===== config.mk =====
export PLATFORM = sky130hd
export DESIGN_NAME = rev_gate_sequencer
export DESIGN_NICKNAME = d
export VERILOG_FILES = /design/src/rtl/rev_seq_pkg.sv /design/src/rtl/rev_gate_apply.sv /design/src/rtl/rev_gate_sequencer.sv
export SDC_FILE = /design/constraint.sdc
export NUM_CORES = 1
export LEC_CHECK = 0
export CORE_ASPECT_RATIO = 1.4
export CORE_MARGIN = 4
export CORE_UTILIZATION = 37
export CTS_CLUSTER_SIZE = 25
export DETAILED_ROUTE_END_ITERATION = 16
export HOLD_SLACK_MARGIN = 0.15
export PLACE_DENSITY = 0.52
export REMOVE_ABC_BUFFERS = 1
export SYNTH_ARGS = -nofsm -noshare
export SYNTH_HDL_FRONTEND = slang
export SYNTH_HIERARCHICAL = 1
export SYNTH_SLANG_ARGS = --single-unit

===== constraint.sdc =====
create_clock -name clk -period 4.8 [get_ports clk]
set_input_delay 0.48 -clock clk [delete_from_list [all_inputs] [get_ports clk]]
set_output_delay 0.48 -clock clk [all_outputs]
set_load 0.01 [all_outputs]

===== src/rtl/rev_seq_pkg.sv =====
// Shared definitions for the reversible gate sequencer: opcodes,
// instruction field layout and FSM state encoding.
package rev_seq_pkg;

    localparam logic [1:0] OP_NOT  = 2'b00;
    localparam logic [1:0] OP_CNOT = 2'b01;
    localparam logic [1:0] OP_TOFF = 2'b10;
    localparam logic [1:0] OP_FRED = 2'b11;

    typedef enum logic [1:0] {
        ST_IDLE = 2'd0,
        ST_RUN  = 2'd1,
        ST_DONE = 2'd2
    } fsm_e;

    // Instruction layout, MSB first: {op[1:0], a, b, c}
    function automatic int instr_w(input int idx_w);
        return 2 + 3 * idx_w;
    endfunction

    function automatic int op_lsb(input int idx_w);
        return 3 * idx_w;
    endfunction

    function automatic int a_lsb(input int idx_w);
        return 2 * idx_w;
    endfunction

    function automatic int b_lsb(input int idx_w);
        return idx_w;
    endfunction

    function automatic int c_lsb(input int idx_w);
        return 0 * idx_w;
    endfunction

endpackage


===== src/rtl/rev_gate_apply.sv =====
// Combinational reversible gate datapath: applies one instruction to the
// state vector; illegal instructions pass the state through unchanged.
module rev_gate_apply
    import rev_seq_pkg::*;
#(
    parameter int WIDTH   = 8,
    parameter int IDX_W   = $clog2(WIDTH),
    parameter int INSTR_W = 2 + 3 * IDX_W
) (
    input  logic [WIDTH-1:0]   state_i,
    input  logic [INSTR_W-1:0] instr_i,
    output logic [WIDTH-1:0]   state_o,
    output logic               illegal_o
);

    logic [1:0]       op;
    logic [IDX_W-1:0] a;
    logic [IDX_W-1:0] b;
    logic [IDX_W-1:0] c;
    logic             a_ok;
    logic             b_ok;
    logic             c_ok;
    logic             all_ok;
    logic             distinct;

    assign op = instr_i[op_lsb(IDX_W) +: 2];
    assign a  = instr_i[a_lsb(IDX_W) +: IDX_W];
    assign b  = instr_i[b_lsb(IDX_W) +: IDX_W];
    assign c  = instr_i[c_lsb(IDX_W) +: IDX_W];

    assign a_ok     = 32'(a) < WIDTH;
    assign b_ok     = 32'(b) < WIDTH;
    assign c_ok     = 32'(c) < WIDTH;
    assign all_ok   = a_ok && b_ok && c_ok;
    assign distinct = (a != b) && (a != c) && (b != c);

    always_comb begin
        state_o   = state_i;
        illegal_o = 1'b0;
        unique case (op)
            OP_NOT: begin
                illegal_o = !c_ok;
                if (!illegal_o)
                    state_o[c] = ~state_i[c];
            end
            OP_CNOT: begin
                illegal_o = !(a_ok && c_ok) || (a == c);
                if (!illegal_o)
                    state_o[c] = state_i[c] ^ state_i[a];
            end
            OP_TOFF: begin
                illegal_o = !all_ok || !distinct;
                if (!illegal_o)
                    state_o[c] = state_i[c] ^ (state_i[a] & state_i[b]);
            end
            OP_FRED: begin
                illegal_o = !all_ok || !distinct;
                if (!illegal_o && state_i[a]) begin
                    state_o[b] = state_i[c];
                    state_o[c] = state_i[b];
                end
            end
        endcase
    end

endmodule


===== src/rtl/rev_gate_sequencer.sv =====
// Sequencer running a stored reversible-gate program forward or in reverse.
// Optional RSEQ_SINGLE_STEP_EN adds a step input gating instruction issue.
module rev_gate_sequencer
    import rev_seq_pkg::*;
#(
    parameter int WIDTH = 8,
    parameter int DEPTH = 16,
    parameter int IDX_W = $clog2(WIDTH),
    parameter int PC_W  = $clog2(DEPTH)
) (
    input  logic                     clk,
    input  logic                     rst,
`ifdef RSEQ_SINGLE_STEP_EN
    input  logic                     step,
`endif
    input  logic                     prog_we,
    input  logic [PC_W-1:0]          prog_addr,
    input  logic [2+3*IDX_W-1:0]     prog_data,
    input  logic [PC_W:0]            len,
    input  logic                     start,
    input  logic                     dir,
    input  logic [WIDTH-1:0]         state_in,
    output logic                     busy,
    output logic                     done,
    output logic [WIDTH-1:0]         state_out,
    output logic                     illegal
);

    localparam int INSTR_W = instr_w(IDX_W);
    localparam logic [PC_W:0] LEN_MAX = (PC_W+1)'(DEPTH);

    fsm_e               fsm_q, fsm_d;
    logic [PC_W-1:0]    pc_q, pc_d;
    logic [PC_W:0]      rem_q, rem_d;
    logic               dir_q, dir_d;
    logic [WIDTH-1:0]   state_q, state_d;
    logic               ill_q, ill_d;
    logic [INSTR_W-1:0] mem_q [DEPTH];

    logic [PC_W:0]      len_c;
    logic [INSTR_W-1:0] instr;
    logic [WIDTH-1:0]   gate_state;
    logic               gate_ill;
    logic               adv;

`ifdef RSEQ_SINGLE_STEP_EN
    assign adv = step;
`else
    assign adv = 1'b1;
`endif

    assign len_c = (len > LEN_MAX) ? LEN_MAX : len;
    assign instr = mem_q[pc_q];

    rev_gate_apply #(
        .WIDTH   (WIDTH),
        .IDX_W   (IDX_W),
        .INSTR_W (INSTR_W)
    ) u_apply (
        .state_i   (state_q),
        .instr_i   (instr),
        .state_o   (gate_state),
        .illegal_o (gate_ill)
    );

    always_comb begin
        fsm_d   = fsm_q;
        pc_d    = pc_q;
        rem_d   = rem_q;
        dir_d   = dir_q;
        state_d = state_q;
        ill_d   = ill_q;
        unique case (fsm_q)
            ST_IDLE: begin
                if (start) begin
                    state_d = state_in;
                    ill_d   = 1'b0;
                    dir_d   = dir;
                    rem_d   = len_c;
                    pc_d    = dir ? PC_W'(len_c - 1'b1) : '0;
                    fsm_d   = (len_c == '0) ? ST_DONE : ST_RUN;
                end
            end
            ST_RUN: begin
                if (adv) begin
                    state_d = gate_state;
                    ill_d   = ill_q | gate_ill;
                    rem_d   = rem_q - 1'b1;
                    // pc holds on the final instruction so it never wraps
                    if (rem_q == (PC_W+1)'(1))
                        fsm_d = ST_DONE;
                    else
                        pc_d = dir_q ? pc_q - 1'b1 : pc_q + 1'b1;
                end
            end
            ST_DONE: begin
                fsm_d = ST_IDLE;
            end
            default: begin
                fsm_d = ST_IDLE;
            end
        endcase
    end

    always_ff @(posedge clk) begin
        if (rst) begin
            fsm_q   <= ST_IDLE;
            pc_q    <= '0;
            rem_q   <= '0;
            dir_q   <= 1'b0;
            state_q <= '0;
            ill_q   <= 1'b0;
        end else begin
            fsm_q   <= fsm_d;
            pc_q    <= pc_d;
            rem_q   <= rem_d;
            dir_q   <= dir_d;
            state_q <= state_d;
            ill_q   <= ill_d;
        end
    end

    always_ff @(posedge clk) begin
        if (fsm_q == ST_IDLE && prog_we)
            mem_q[prog_addr] <= prog_data;
    end

    assign busy      = (fsm_q == ST_RUN);
    assign done      = (fsm_q == ST_DONE);
    assign state_out = state_q;
    assign illegal   = ill_q;

endmodule


# Yosys cells after proc, flatten, opt, wreduce, memory -nomap -nowiden
# Memories as Yosys holds them, arrays and structs flattened. A register that Yosys moved wholly into a read port is not among the register bits.
# Index checks and enable logic that the tools add are counted.
# totals
reg_bits	21
mem_bits_rw	176
word_cells	95
memories	1
# classes
add_sub_neg	4
magnitude_cmp	6
eq_ne	16
n_mux	40
n_bitwise	5
n_reduce_logical	17
# memory_table
name	depth	word_bits	read_ports	rd_clocked_by_memory_dff	write_ports	line	text
mem_q	16	11	1	1	1	rev_gate_sequencer.sv:38	logic [INSTR_W-1:0] mem_q [DEPTH];
# ops
cell	n
$bwmux 8	5
$mux 8	4
$pmux 8 s4	1
$mux 4	6
$pmux 8 s2	1
$lt 3x4->1 const B	3
$mux 5	2
$pmux 5 s2	1
$bmux 1 s3	3
$ne 3x3->1	3
$mux 1	8
$pmux 4 s2	1
$sub 4x1->4 const B	2
$demux 1 s3	2
$eq 2x2->1 const B	3
$ge 3x1->1 const B	2
$logic_and 1x1->1	6
$mux 2	3
$ne 3x2->1 const B	2
$reduce_and 2->1	3
$eq 5x1->1 const B	1
$gt 5x5->1 const B	1
$logic_not 5->1	1
$reduce_and 5->1	1
19 further kinds	23

# Logic depth before layout (Yosys ltp)
# depth
word_depth	9
ltp_mapped	14
mapped_depth_nobuf	10

# Modules after synthesis
# The synthesis kept the hierarchy.
# modules_own_cells
mod	n_inst	cells_per_inst	area_per_inst_um2	seq_area_each_um2
rev_gate_sequencer	1	425	8170.3	5785.5
rev_gate_apply	1	195	1321.3	0.0

# Worst setup path after synthesis
# No wires, ideal clock.
# synth_path
path_kind	register to register
start	register with a tool-made name
end	register state_q[6], in the netlist state_out[6]
setup_ns	0.091
t_arrival_ns	3.800
setup_slack_ns	0.909
stages_incl_launch_ff	14
n_path_buf	3
synth_period_minus_slack_ns	3.891
path_cell_list	dfxtp_1 -> clkbuf_1 -> buf_1 -> mux4_1 -> mux4_2 -> buf_6 -> mux2_4 -> a222oi_1 -> nand2_4 -> xnor2_4 -> o31a_1 -> o221ai_1 -> nand2_1 -> a311oi_1
# synth_lines
element	line	text
to (signal assigned)	rev_gate_sequencer.sv:118	state_q <= state_d;
to (decl)	rev_gate_sequencer.sv:36	logic [WIDTH-1:0] state_q, state_d;

==> flow_summary.toml <==
[sta]
rsz0062_at_grt = "false"
setup_ws_ns = 0.5875
worst_pin_slew_ns = 1.110
hold-worst-slack_ns = 0.4957
slew_headroom_pct = 25.76
maxSlewViolCount = 0
final.period_utilization_pct = 87.76
finalSetupViolCount = 0
fin_crit_ns = 4.212
fmax_mhz = 237.4
skew_ns = 0.008779
hold_viol = 0

[clock_network]
cts_resized = 0
cts_tree = "yes"
numClockSinks = 201
root_buffer = "clkbuf_16"
cts-buffers-inserted = 22
post_cts_buffers = 0
htree_levels = 1
cts_max_path_buffers = 3
cts_hold_buffers = 0
clkTransAtPathRegs_ns = 0.06
insertion_delay_ns = 0.50

[floorplan]
die_width_um = 143.4
die_y_um = 197.5
fp.coreArea_um2 = 25300
dieArea_um2 = 28320
num_rows = 69
ioPinCount = 44
initial_core_util_pct = 37.52

[setup_path]
critPathSlowestCell = "mux4_2"
cp_max_fo = 20
cp_data_arrival_time_ns = 4.60
cp.required_ns = 5.19
start_kind = "flip-flop"
reg2reg_slack_ns = 0.59
crit_path_end_kind = "flip-flop"
max_stage_delay_ns = 0.65
crit_chain = "buf_4, mux4_1, mux4_2, nand2b_1, o22ai_1, o21ai_1, xnor2_4, nand4_1, a31oi_1, nand2_1, a311oi_1"
worstSetupPathType = "reg -> reg"
critical-path-top-delay-family = "multiplexers"
crit_buf_inv = 1

[route]
wl_per_cell_um = 23.55
wl_mm = 23.44
first_pass_iters = 5
vias = 5775
via_per_inst = 5.804
drtIter0Drc = 353
antenna_left = 0
drc = 0

[finish]
areaGrowthSynthToFinish_pct = 15.75
post-route-util_pct = 43.43
antenna-diode-count = 0
drive_gt1_share_pct = 13.31
nNetsFinal = 704

[power_and_ir_drop]
p_comb_share_pct = 24.4
switching_share_pct = 29.41
clock_power_share_pct = 33.9
vdd_drop_max_mv = 0.2607
p_leak_nw = 3.556
p_int_mw = 3.412
power.density_nw_per_um2 = 439.9
pwr-share-seq_pct = 41.7
p_switching_mw = 1.421

[global_routing]
antenna_found_initial = 0
grt_max_degree = 45
grt_pass1_vias = 5864
grt_pass1_wl_mm = 35.47
grt_use_total_pct = 16.52
grt_overflow = 0

[synth]
ys.flop_type = "edfxtp_1"
ys.warnings.count = 6
yosysSeqAreaShare_pct = 60.95
avgSynthCellArea_um2 = 15.31
ys_ff_latch = 201
ys_types = 66
synth_edf_count = 176
synthCells = 620
synthArstFlopShare_pct = 0
syn_area_um2 = 9492

[worst_hold_path]
hp-class = "reg -> reg"

[run]
drv_cap = 0

[place]
numPortBuffers = 43
hpwlAfterDp_mm = 15.40
dp_slack_ns = 0.5138
gp_congestion = 0.8921

[run_status]
status = "finished, final reports clean"
## synth_stat cells, drive strengths merged, types with 4 or more instances
master	count	area share, %
a311o	5	0.53
a311oi	11	1.0
o211ai	6	0.47
a21o	7	0.55
xor2	7	0.65
inv	11	0.44
buf	17	1.3
edfxtp	176	56
ha	6	0.79
nand2b	13	0.86
a211oi	4	0.32
nor3b	4	0.32
xnor2	8	1.1
o22ai	8	0.53
a211o	4	0.37
mux4	57	15
nand4	6	0.40
a21oi	25	1.3
nor2	61	2.4
mux2	6	0.75
o2111ai	5	0.46
nor2b	8	0.53
o21ai	19	1.0
nand2	32	1.3
nand3	7	0.42
dfxtp	25	5.3
nor3	11	0.63
or2	4	0.26
mux2i	8	0.84
and2	7	0.46
clkbuf	17	0.67
a31oi	4	0.26
## logic make-up (layout without fill, tap and decap cells)
kind of cell | count (synthesis) | count (layout) | share of synthesized area [%]
simple gates | 167 | 167 | 8.753
fa+ha+maj | 7 | 7 | 1.002
flops | 201 | 201 | 60.95
compound gates | 114 | 114 | 8.357
mux | 71 | 71 | 16.74
xor+xnor | 15 | 15 | 1.780
buf+inv | 45 | 101 | 2.412
## final cells by class
cell class | instances | area, um2
Fill cell | 2260 | 14310
Sequential cell | 201 | 5788
Multi-Input combinational cell | 374 | 3533
Clock buffer | 27 | 590.6
Timing Repair Buffer | 54 | 525.5
Tap cell | 319 | 399.1
Clock inverter | 9 | 108.9
Inverter | 11 | 41.29
## routing by layer
metal  up-vias  part of all wire [%]  global-route usage [%]
met5         -                     0                       0
met3        38                   4.0                   1.962
met1      2968                    39                   19.59
li1       2610                     -                       -
met4         0                   2.1                   4.361
met2       159                    55                   31.30
## sequential cells by signal, summed over array words and instances, names as in the netlist, named ones only
| register | cells |
|---|---|
| state_out | 8 |
| pc_q | 4 |
| mem_q | 176 |
| dir_q | 1 |
| rem_q | 5 |
| illegal | 1 |
| fsm_q | 2 |
## power by group through the flow
stage                     Clock, mW  Combinational (mW)  Sequential [mW]
after floorplan                   0               0.776             2.05
after global placement            0                1.17             2.05
after detailed placement          0                1.17             2.05
after CTS                      1.68                1.18             2.02
after global routing           1.75                1.28             2.02
final                          1.64                1.18             2.01
## final timing paths
check	depth (start not counted)	end	start
worst min-delay path	2	illegal	illegal
worst min register to register	2	illegal	illegal
worst max-delay path	11	state_out[7]	flip-flop
worst max register to register	11	state_out[7]	flip-flop
## worst min-delay path, cell delays in order (launching register included)
cell     delay [ns]
dfxtp_1        0.32
o21ai_0        0.07
a21oi_1        0.06
## stage by stage
step	cell area [um2]	setup TNS, ns	cells	power (mW)
floorplan	9304	-1.076	586	2.831
global placement	10290	0	959	3.217
detailed placement	10290	0	959	3.224
CTS	10990	0	995	4.871
global route	10990	0	995	5.053
finish	10990	0	995	4.833
## cell usage in the layout (no fill, tap or decap), types with 7 or more instances in the layout
master / n
a21o_1: 7
a21oi_1: 25
a311oi_1: 11
and2_1: 7
buf_4: 10
clkbuf_16: 23
clkdlybuf4s50_1: 43
dfxtp_1: 23
edfxtp_1: 176
inv_1: 11
mux2i_1: 8
mux4_1: 41
mux4_2: 16
nand2_1: 31
nand2b_1: 13
nor2_1: 49
nor2_2: 12
nor2b_1: 8
o21ai_0: 18
o22ai_1: 8
xor2_1: 7
Note: power is estimated with default switching activity, not from simulation.
